## config.mk

```make
export PLATFORM = sky130hd
export DESIGN_NAME = mouse_position_tracker
export DESIGN_NICKNAME = d
export VERILOG_FILES = /design/src/rtl/mouse_pkg.sv /design/src/rtl/mouse_axis_accum.sv /design/src/rtl/mouse_position_tracker.sv
export SDC_FILE = /design/constraint.sdc
export NUM_CORES = 1
export LEC_CHECK = 0
export CELL_PAD_IN_SITES_DETAIL_PLACEMENT = 1
export CELL_PAD_IN_SITES_GLOBAL_PLACEMENT = 2
export CORE_ASPECT_RATIO = 1.25
export CORE_MARGIN = 3
export CORE_UTILIZATION = 32
export CTS_BUF_LIST = sky130_fd_sc_hd__clkbuf_16
export DETAILED_ROUTE_END_ITERATION = 12
export PLACE_DENSITY = 0.9
export SLEW_MARGIN = 20
export SYNTH_ARGS = -nofsm -noshare
export SYNTH_HDL_FRONTEND = slang
export SYNTH_SLANG_ARGS = --single-unit
```

## constraint.sdc

```tcl
create_clock -name CLK -period 3.3 [get_ports CLK]
set_input_delay 0.495 -clock CLK [delete_from_list [all_inputs] [get_ports CLK]]
set_output_delay 0.495 -clock CLK [all_outputs]
set_load 0.01 [all_outputs]
```

## src/rtl/mouse_pkg.sv

```systemverilog
// mouse_pkg: constants shared by the mouse position tracker files.
//   - PS/2 status byte bit positions (overflow, sign, button field)
//   - DELTA_W: width of the raw signed movement delta
//   - ACCEL_THRESH: magnitude at which the optional acceleration doubles a delta
package mouse_pkg;

  localparam int XOVF         = 6;
  localparam int YOVF         = 7;
  localparam int XSIGN        = 4;
  localparam int YSIGN        = 5;
  localparam int BTN_LSB      = 0;
  localparam int BTN_W        = 3;
  localparam int DELTA_W      = 9;
  localparam int ACCEL_THRESH = 16;

endpackage

```

## src/rtl/mouse_axis_accum.sv

```systemverilog
// mouse_axis_accum: one accumulating axis (X, Y or scroll).
// Holds the absolute position register and adds a signed delta to it,
// then either clamps the sum to 0..LIMIT-1 or wraps it modulo LIMIT.
// Ports:
//   clk       in   clock
//   rst       in   synchronous active-high reset, position -> LIMIT/2
//   recenter  in   position -> LIMIT/2 on the next edge (beats en)
//   en        in   commit delta this cycle
//   delta     in   signed delta, COORD_W+5 bits
//   pos       out  current position, COORD_W bits
module mouse_axis_accum
  import mouse_pkg::*;
#(
  parameter int COORD_W  = 10,
  parameter int LIMIT    = 640,
  parameter int WRAP     = 0,
  parameter int MAX_STEP = 256
) (
  input  logic                      clk,
  input  logic                      rst,
  input  logic                      recenter,
  input  logic                      en,
  input  logic signed [COORD_W+4:0] delta,
  output logic        [COORD_W-1:0] pos
);

  localparam int SW = COORD_W + 5;
  localparam logic signed [SW-1:0]  LIM_S     = SW'(LIMIT);
  localparam logic signed [SW-1:0]  MAX_S     = SW'(LIMIT - 1);
  localparam logic [COORD_W-1:0]    CLAMP_MAX = COORD_W'(LIMIT - 1);
  localparam logic [COORD_W-1:0]    CENTRE    = COORD_W'(LIMIT / 2);

  if (LIMIT < 2 || LIMIT > (1 << COORD_W)) begin : g_bad_limit
    $error("mouse_axis_accum: LIMIT does not fit in COORD_W bits");
  end
  // A wrapped axis corrects the sum once; that is only exact while
  // one step can never exceed the full range.
  if (WRAP != 0 && LIMIT < MAX_STEP) begin : g_bad_wrap
    $error("mouse_axis_accum: wrapped axis needs LIMIT >= MAX_STEP");
  end

  function automatic logic [COORD_W-1:0] clamp_fn(input logic signed [SW-1:0] s);
    logic [COORD_W-1:0] r;
    if (s[SW-1])
      r = '0;
    else if (s > MAX_S)
      r = CLAMP_MAX;
    else
      r = COORD_W'(s);
    return r;
  endfunction

  function automatic logic [COORD_W-1:0] wrap_fn(input logic signed [SW-1:0] s);
    logic signed [SW-1:0] t;
    if (s[SW-1])
      t = s + LIM_S;
    else if (s >= LIM_S)
      t = s - LIM_S;
    else
      t = s;
    return COORD_W'(t);
  endfunction

  logic signed [SW-1:0]      sum;
  logic        [COORD_W-1:0] pos_next;

  // Stage 2: position + delta, then clamp or wrap
  assign sum = $signed({5'b0, pos}) + delta;

  always_comb begin
    pos_next = pos;
    if (WRAP != 0)
      pos_next = wrap_fn(sum);
    else
      pos_next = clamp_fn(sum);
  end

  always_ff @(posedge clk) begin
    if (rst || recenter)
      pos <= CENTRE;
    else if (en)
      pos <= pos_next;
  end

endmodule

```

## src/rtl/mouse_position_tracker.sv

```systemverilog
// mouse_position_tracker: absolute pointer/scroll tracking from decoded
// 4-byte PS/2 mouse packets, two-stage pipeline, one packet per cycle.
// Stage 1 builds signed, scaled deltas; stage 2 accumulates them into the
// X/Y/scroll position registers and latches buttons.
// Optional build macro: MOUSE_ACCEL_EN (doubles deltas of magnitude >= 16).
// Ports:
//   CLK, RESET        clock, synchronous active-high reset
//   PKT_VALID         packet strobe; PKT_STATUS/DX/DY/DSCROLL valid this cycle
//   RECENTER          strobe; positions to centre, in-flight packets dropped
//   POS_X, POS_Y      absolute position, COORD_W bits
//   SCROLL            absolute scroll value, 8 bits
//   BUTTONS           latched buttons M/R/L
//   BTN_PRESS         press pulses, only with UPDATED
//   UPDATED           outputs reflect a new packet this cycle
module mouse_position_tracker
  import mouse_pkg::*;
#(
  parameter int COORD_W      = 10,
  parameter int LIMIT_X      = 640,
  parameter int LIMIT_Y      = 480,
  parameter int LIMIT_SCROLL = 256,
  parameter int WRAP_X       = 0,
  parameter int WRAP_Y       = 0,
  parameter int DELTA_SHIFT  = 0,
  parameter int Y_INVERT     = 1
) (
  input  logic               CLK,
  input  logic               RESET,
  input  logic               PKT_VALID,
  input  logic [7:0]         PKT_STATUS,
  input  logic [7:0]         PKT_DX,
  input  logic [7:0]         PKT_DY,
  input  logic [7:0]         PKT_DSCROLL,
  input  logic               RECENTER,
  output logic [COORD_W-1:0] POS_X,
  output logic [COORD_W-1:0] POS_Y,
  output logic [7:0]         SCROLL,
  output logic [2:0]         BUTTONS,
  output logic [2:0]         BTN_PRESS,
  output logic               UPDATED
);

  localparam int SW        = COORD_W + 5;
  localparam int SCROLL_W  = 8;
  localparam int SCROLL_SW = SCROLL_W + 5;
`ifdef MOUSE_ACCEL_EN
  localparam int MAX_STEP = 512 << DELTA_SHIFT;
  localparam logic signed [DELTA_W:0] ACC_POS = (DELTA_W + 1)'(ACCEL_THRESH);
  localparam logic signed [DELTA_W:0] ACC_NEG = -ACC_POS;
`else
  localparam int MAX_STEP = 256 << DELTA_SHIFT;
`endif

  if (COORD_W < 8 || COORD_W > 12) begin : g_bad_coord_w
    $error("mouse_position_tracker: COORD_W must be 8..12");
  end
  if (DELTA_SHIFT < 0 || DELTA_SHIFT > 3) begin : g_bad_shift
    $error("mouse_position_tracker: DELTA_SHIFT must be 0..3");
  end
  if (LIMIT_SCROLL > 256) begin : g_bad_scroll
    $error("mouse_position_tracker: LIMIT_SCROLL must be <= 256");
  end

  // Overflowed PS/2 deltas saturate to the extreme of their sign.
  function automatic logic signed [DELTA_W-1:0] sat_delta(input logic ovf, input logic sgn,
                                                          input logic [7:0] mag);
    logic signed [DELTA_W-1:0] r;
    if (ovf)
      r = sgn ? 9'sh100 : 9'sh0FF;
    else
      r = {sgn, mag};
    return r;
  endfunction

  function automatic logic signed [SW-1:0] scale_delta(input logic signed [DELTA_W:0] d);
    logic signed [SW-1:0] e;
    e = {{(SW - DELTA_W - 1){d[DELTA_W]}}, d};
    e = e <<< DELTA_SHIFT;
`ifdef MOUSE_ACCEL_EN
    if (d >= ACC_POS || d <= ACC_NEG)
      e = e <<< 1;
`endif
    return e;
  endfunction

  logic signed [DELTA_W-1:0] dx9, dy9;
  logic signed [DELTA_W:0]   dy10;
  logic signed [SW-1:0]      dx_s, dy_s;
  logic signed [SCROLL_SW-1:0] ds_s;

  logic                        vld_p1;
  logic signed [SW-1:0]        dx_p1, dy_p1;
  logic signed [SCROLL_SW-1:0] ds_p1;
  logic [BTN_W-1:0]            btn_p1;
  logic                        commit_p1;

  logic                        vld_p2;
  logic [BTN_W-1:0]            buttons_p2;
  logic [BTN_W-1:0]            btn_press_p2;

  logic                        unused_bits;
  assign unused_bits = ^{PKT_STATUS[3], PKT_DSCROLL[7:4]};

  // Stage 1: signed deltas from the raw packet
  always_comb begin
    dx9  = sat_delta(PKT_STATUS[XOVF], PKT_STATUS[XSIGN], PKT_DX);
    dy9  = sat_delta(PKT_STATUS[YOVF], PKT_STATUS[YSIGN], PKT_DY);
    // 10 bits so that -(-256) = +256 survives the negation
    dy10 = {dy9[DELTA_W-1], dy9};
    if (Y_INVERT != 0)
      dy10 = -dy10;
    dx_s = scale_delta({dx9[DELTA_W-1], dx9});
    dy_s = scale_delta(dy10);
    ds_s = {{(SCROLL_SW - 4){PKT_DSCROLL[3]}}, PKT_DSCROLL[3:0]};
  end

  always_ff @(posedge CLK) begin
    if (RESET)
      vld_p1 <= 1'b0;
    else
      vld_p1 <= PKT_VALID & ~RECENTER;
  end

  always_ff @(posedge CLK) begin
    if (PKT_VALID) begin
      dx_p1  <= dx_s;
      dy_p1  <= dy_s;
      ds_p1  <= ds_s;
      btn_p1 <= PKT_STATUS[BTN_LSB +: BTN_W];
    end
  end

  // Stage 2: accumulate and latch buttons
  assign commit_p1 = vld_p1 & ~RECENTER;

  always_ff @(posedge CLK) begin
    if (RESET) begin
      vld_p2       <= 1'b0;
      buttons_p2   <= '0;
      btn_press_p2 <= '0;
    end else begin
      vld_p2       <= commit_p1;
      btn_press_p2 <= commit_p1 ? (btn_p1 & ~buttons_p2) : '0;
      if (commit_p1)
        buttons_p2 <= btn_p1;
    end
  end

  mouse_axis_accum #(
    .COORD_W (COORD_W),
    .LIMIT   (LIMIT_X),
    .WRAP    (WRAP_X),
    .MAX_STEP(MAX_STEP)
  ) u_axis_x (
    .clk     (CLK),
    .rst     (RESET),
    .recenter(RECENTER),
    .en      (vld_p1),
    .delta   (dx_p1),
    .pos     (POS_X)
  );

  mouse_axis_accum #(
    .COORD_W (COORD_W),
    .LIMIT   (LIMIT_Y),
    .WRAP    (WRAP_Y),
    .MAX_STEP(MAX_STEP)
  ) u_axis_y (
    .clk     (CLK),
    .rst     (RESET),
    .recenter(RECENTER),
    .en      (vld_p1),
    .delta   (dy_p1),
    .pos     (POS_Y)
  );

  mouse_axis_accum #(
    .COORD_W (SCROLL_W),
    .LIMIT   (LIMIT_SCROLL),
    .WRAP    (1),
    .MAX_STEP(8)
  ) u_axis_scroll (
    .clk     (CLK),
    .rst     (RESET),
    .recenter(RECENTER),
    .en      (vld_p1),
    .delta   (ds_p1),
    .pos     (SCROLL)
  );

  assign BUTTONS   = buttons_p2;
  assign BTN_PRESS = btn_press_p2;
  assign UPDATED   = vld_p2;

endmodule

```

== Word-level counts from Yosys, hierarchy flattened ==
Cells that the tools add are included.

* Bits of input ports: 36
* Memories kept: 0
* Latch bits: 0
* Logic and storage cells: 38
* ROM bits: 0
* Output and inout port bits: 35
* Register bits: 62
* RAM bits: 0

* Muxes and demuxes: 10
* $add $sub $neg: 6
* Shift operators: 0
* Equal/unequal tests: 0
* Div/mod/pow operators: 0
* Multiply operators: 0
* Reductions and logical operators: 2
* Bitwise logic cells: 6
* Order comparisons: 3

{| class="wikitable"
|+ Operator list
! cell !! count
|-
| two-way mux 10 bit || 4
|-
| two-way mux 9 bit || 4
|-
| two-way mux 8 bit || 2
|-
| greater-than comparator 15 x 10 -> 1 bit (second input constant) || 1
|-
| greater-than comparator 15 x 11 -> 1 bit (second input constant) || 1
|-
| adder 11 x 10 -> 12 bit || 1
|-
| adder 11 x 9 -> 12 bit || 1
|-
| adder 9 x 4 -> 10 bit || 1
|-
| greater-or-equal comparator 10 bit (second input constant) || 1
|-
| negator 9 -> 10 bit || 1
|-
| adder 8 x 1 -> 8 bit (second input constant) || 1
|-
| subtractor 8 x 1 -> 8 bit (second input constant) || 1
|-
| bitwise AND 3 bit || 1
|-
| NOT 3 bit || 1
|-
| bitwise AND 1 bit || 2
|-
| NOT 1 bit || 2
|-
| OR reduction 2 bit || 1
|-
| logical OR 1 bit || 1
|}

== Longest topological paths before layout ==
* Depth after elaboration: 4
* Gate-level depth with buffers: 10
* Mapped depth without buffers: 10

== By module ==
A second synthesis with hierarchy kept.

* Cell total of the unflattened synthesis: 430
* Area total of the unflattened synthesis: 4030.1 um2

{| class="wikitable"
|+ By module, submodules not included
! module !! sequential area each (um2) !! times used !! area an instance (um2) !! cells each
|-
| mouse_position_tracker || 940.9 || 1 || 1332.5 || 96
|-
| mouse_axis_accum at u_axis_y || 200.2 || 1 || 1087.3 || 130
|-
| mouse_axis_accum at u_axis_x || 200.2 || 1 || 1034.7 || 136
|-
| mouse_axis_accum at u_axis_scroll || 160.2 || 1 || 575.6 || 68
|}

== Worst setup path after synthesis ==
No wires, ideal clock.

* Kind: register -> register
* From: register u_axis_x.pos[0]
* To: register u_axis_x.pos[8]
* Arrival time: 2.427 ns
* Cell stages (with the launch flop): 11
* Setup slack: 0.751 ns
* Required time: 3.178 ns
* Period minus slack after synthesis: 2.549 ns
* Path through: dfxtp_1 > ha_1 > inv_1 > fa_1 > nor2b_4 > o31a_1 > o221a_1 > o31a_1 > o311a_4 > nor2b_4 > a311o_1

* Cells in the longest elaborated chain, start to end: 4

{| class="wikitable"
|+ Ends and longest elaborated chain
! element !! RTL line !! text
|-
| start, declared || mouse_axis_accum.sv:24 || <nowiki>output logic [COORD_W-1:0] pos</nowiki>
|-
| start signal, assigned || mouse_axis_accum.sv:82 || <nowiki>pos <= pos_next;</nowiki>
|-
| adder 11 x 9 -> 12 bit * || mouse_axis_accum.sv:68 || <nowiki>assign sum = $signed({5'b0, pos}) + delta;</nowiki>
|-
| greater-than comparator 15 x 11 -> 1 bit || mouse_axis_accum.sv:46 || <nowiki>else if (s > MAX_S)</nowiki>
|-
| two-way mux 10 bit || mouse_axis_accum.sv:46 ||
|-
| two-way mux 10 bit * || mouse_axis_accum.sv:44 || <nowiki>if (s[SW-1])</nowiki>
|}

Mark *: on every way between the ends. The rest lies on a longest branch, timed or not.
A chain may end at the register's enable or synchronous reset.

== Final worst setup path ==
* From: register u_axis_y.pos[0]
* To: register u_axis_y.pos[5]

* Cells in the longest elaborated chain, start to end: 4

{| class="wikitable"
|+ Ends and longest elaborated chain
! element !! RTL line
|-
| start, declared || mouse_axis_accum.sv:24
|-
| start signal, assigned || mouse_axis_accum.sv:82
|-
| adder 11 x 10 -> 12 bit * || mouse_axis_accum.sv:68
|-
| greater-than comparator 15 x 10 -> 1 bit || mouse_axis_accum.sv:46
|-
| two-way mux 10 bit || mouse_axis_accum.sv:46
|-
| two-way mux 10 bit * || mouse_axis_accum.sv:44
|}

Marked as above.

==> flow_metrics.py <==
metrics = {
    "worst_setup_path": {
        "crit_required_ps": 3520,
        "start_kind": "flop",
        "critPathKind": "flop to flop",
        "timing.critical_path.arrival_ps": 3170,
        "cp-end-kind": "flop",
        "reg2reg_depth": 10,
        "path_max_fanout": 5,
    },
    "synth": {
        "synthArstFlopShare": 0,
        "synth-xor-area-share": 0.06083,
        "muxShareOfSynthArea": 0.02139,
        "synth_edf_count": 26,
        "ys_ff_latch": 62,
        "ys_warn_count": 0,
        "synth_compound_area_frac": 0.2193,
        "avgSynthCellArea_um2": 9.406,
        "synth_top_area_share": 0.2086,
        "synth.net_count": 467,
        "ys_top_cells_by_area": "edfxtp_1 21%, dfxtp_1 19%, ha_1 10%",
        "synthCells": 398,
        "yosysSeqAreaShare": 0.4011,
        "synth_top_family_by_area": "compound AO/OA/AOI/OAI gates",
        "synth_top_area_cell": "edfxtp_1",
        "synth_top_flop_cell": "dfxtp_1",
        "yosys.area_share.simple": 0.1394,
        "synthAdderAreaFrac": 0.1163,
        "syn_area_mm2": 0.003744,
        "synth_cell_type_count": 60,
    },
    "timing": {
        "fmax_ghz": 0.3387,
        "slew_headroom": 0.5777,
        "finalMaxSlewViolations": 0,
        "fin_skew_ps": 7.320,
        "worstMarginPinSlew_ps": 617.5,
        "rsz0062_at_grt": "false",
        "fin_ws_ps": 347.6,
        "finalSetupViolCount": 0,
        "setup_tns_ps": 0,
        "hold_viol_final": 0,
        "fin_crit_sh": 0.8947,
        "min_period_ps": 2952,
    },
    "placement": {
        "place.gp.congestion": 0.8268,
        "dpl.hpwl_mm": 7.220,
        "placement.io_buffers": 65,
        "dp_slack_ps": 358.2,
        "placed_area_mm2": 0.004576,
    },
    "drt": {
        "wl_mm": 9.388,
        "drt_pre_antenna_iters": 4,
        "drtIter0Drc": 113,
        "ant_nets": 0,
        "via_per_inst": 5.230,
        "post-route-drc-count": 0,
        "wl_per_cell_um": 15.34,
        "num_vias": 3201,
    },
    "grt": {
        "grt_start_max_net_pins": 28,
        "antenna_found_initial": 0,
        "grt_pass1_vias": 3315,
        "grt_first_pass_wirelength_mm": 15.63,
        "track_usage": 0.1503,
        "overflow": 0,
    },
    "floorplanning": {
        "start_util": 0.3329,
        "ioPinCount": 71,
        "die_area_mm2": 0.01304,
        "core_area_mm2": 0.01124,
        "die_h_um": 126.9,
        "rows": 43,
        "die_width_um": 102.7,
    },
    "worst_hold_path": {
        "holdPathStages": 1,
        "hold_class": "flop to flop",
    },
    "power_and_ir_drop": {
        "power.density_mw_per_mm2": 442.6,
        "p_leak_nw": 1.932,
        "ir_drop_mv": 0.2786,
    },
    "cells_and_area": {
        "layout-drive-gt1-share": 0.06080,
        "antennaDiodeCount": 0,
        "finalNetCount": 541,
        "synthToLayoutAreaGrowth_pct": 29.61,
        "final_area_mm2": 0.004852,
    },
    "cts": {
        "clock_sinks": 62,
        "post_cts_resized": 0,
        "clockBufferDepth": 2,
        "root_buffer": "clkbuf_16",
        "cts_hold_buf": 0,
        "cts_tree": "done",
        "cts_made_buffers": 9,
        "cts_setup_buffers": 0,
        "htreeDepth": 3,
        "path_clk_slew_ps": 50,
        "insertion_delay_ps": 330,
    },
    "run": {
        "drv_cap": 0,
    },
    "status": {
        "status": "complete, no violations",
    },
}
-- synthesized netlist by cell type, types with 3 or more instances --
library cell / number
a21oi_1: 41
dfxtp_1: 36
nor2_1: 35
inv_1: 33
ha_1: 30
edfxtp_1: 26
o21ai_0: 25
nand2_1: 22
xnor2_1: 19
nor3_1: 9
a31oi_1: 8
mux2i_1: 8
a21o_1: 7
o21a_1: 7
xor2_1: 7
clkbuf_1: 6
and3_1: 5
nor2b_1: 5
nor3b_1: 5
a211oi_1: 4
fa_1: 3
nand2b_1: 3
nand3b_1: 3
o21bai_1: 3
or3_1: 3
-- path summary, 6_finish.rpt --
path / from / to / slack, ps
max: u_axis_y.pos[0] / u_axis_y.pos[5] / 350
min: BUTTONS[1] / BTN_PRESS[1] / 450
max reg2reg: u_axis_y.pos[0] / u_axis_y.pos[5] / 350
min reg2reg: BUTTONS[1] / BTN_PRESS[1] / 450
-- layout make-up --
| class | instances | area (um2) |
|---|---|---|
| clock buffers | 10 | 250.2 |
| inverters | 33 | 123.9 |
| multi-input cells | 295 | 2086 |
| flip-flops and latches | 62 | 1501 |
| clock inverters | 6 | 26.28 |
| repair buffers | 71 | 695.7 |
| well taps | 135 | 168.9 |
| fillers | 1310 | 6392 |
-- layout by cell type (no fill, tap or decap), drive strengths merged, types with 3 or more instances in the layout --
master,count
and3,5
fa,3
a21o,7
nand2b,3
o21bai,3
nand2,22
dfxtp,36
a21oi,41
clkinv,5
edfxtp,26
nor3,9
o21a,7
mux2i,8
inv,34
o21ai,28
or3,3
a211oi,5
nand3b,3
a31oi,8
nor3b,5
ha,30
clkdlybuf4s50,65
xor2,7
xnor2,19
nor2b,7
buf,6
clkbuf,10
nor2,35
-- stage by stage --
| stage | cells | utilization | hold slack (ps) | power (mW) |
|---|---|---|---|---|
| 6_report | 612 | 0.4315 | 446.9 | 2.147 |
| 5_1_grt | 612 | 0.4315 | 475.8 | 2.257 |
| 4_1_cts | 612 | 0.4315 | 452.9 | 2.177 |
| 3_5_place_dp | 596 | 0.4069 | 440.1 | 1.287 |
| 3_3_place_gp | 596 | 0.4069 | 437.6 | 1.273 |
| 2_1_floorplan | 398 | - | 470.5 | 1.146 |
-- flip-flops by register name, summed over array words and instances (netlist names) --
| name | flops |
|---|---|
| vld_p1 | 1 |
| u_axis_y.pos | 10 |
| ds_p1 | 4 |
| btn_p1 | 3 |
| dx_p1 | 9 |
| BUTTONS | 3 |
| u_axis_scroll.pos | 8 |
| dy_p1 | 10 |
| UPDATED | 1 |
| BTN_PRESS | 3 |
| u_axis_x.pos | 10 |
-- power by group --
group / internal (mW) / switching [mW] / leakage, nW
logic: 0.184 / 0.218 / 1.24
clock network: 0.541 / 0.333 / 0.143
registers: 0.845 / 0.0265 / 0.545
total: 1.57 / 0.578 / 1.93
-- kinds of logic (layout without fill, tap and decap cells) --
kind of cell / Yosys count / count (layout)
buf+inv: 41 / 120
fa+ha+maj: 33 / 33
xor+xnor: 26 / 26
mux: 8 / 8
simple gates: 103 / 103
compound gates: 125 / 125
flops: 62 / 62
-- layer usage --
metal,up-vias,wire length (um),global-route usage
li1,1602,-,-
met1,1527,4081,0.1743
met2,59,4728,0.2620
met3,13,411,0.04180
met4,0,166,0.05183
met5,-,0,0
-- critical path: stages (launching register included) --
cell       delay [ps]
dfxtp_1           380
ha_1              230
inv_1              70
fa_1              390
nand2b_1          180
a21oi_1           310
a21o_1            170
a211oi_1           60
a2111oi_2         520
nand2_1           260
a31o_2            270
Power figures use the tool's default switching activity.
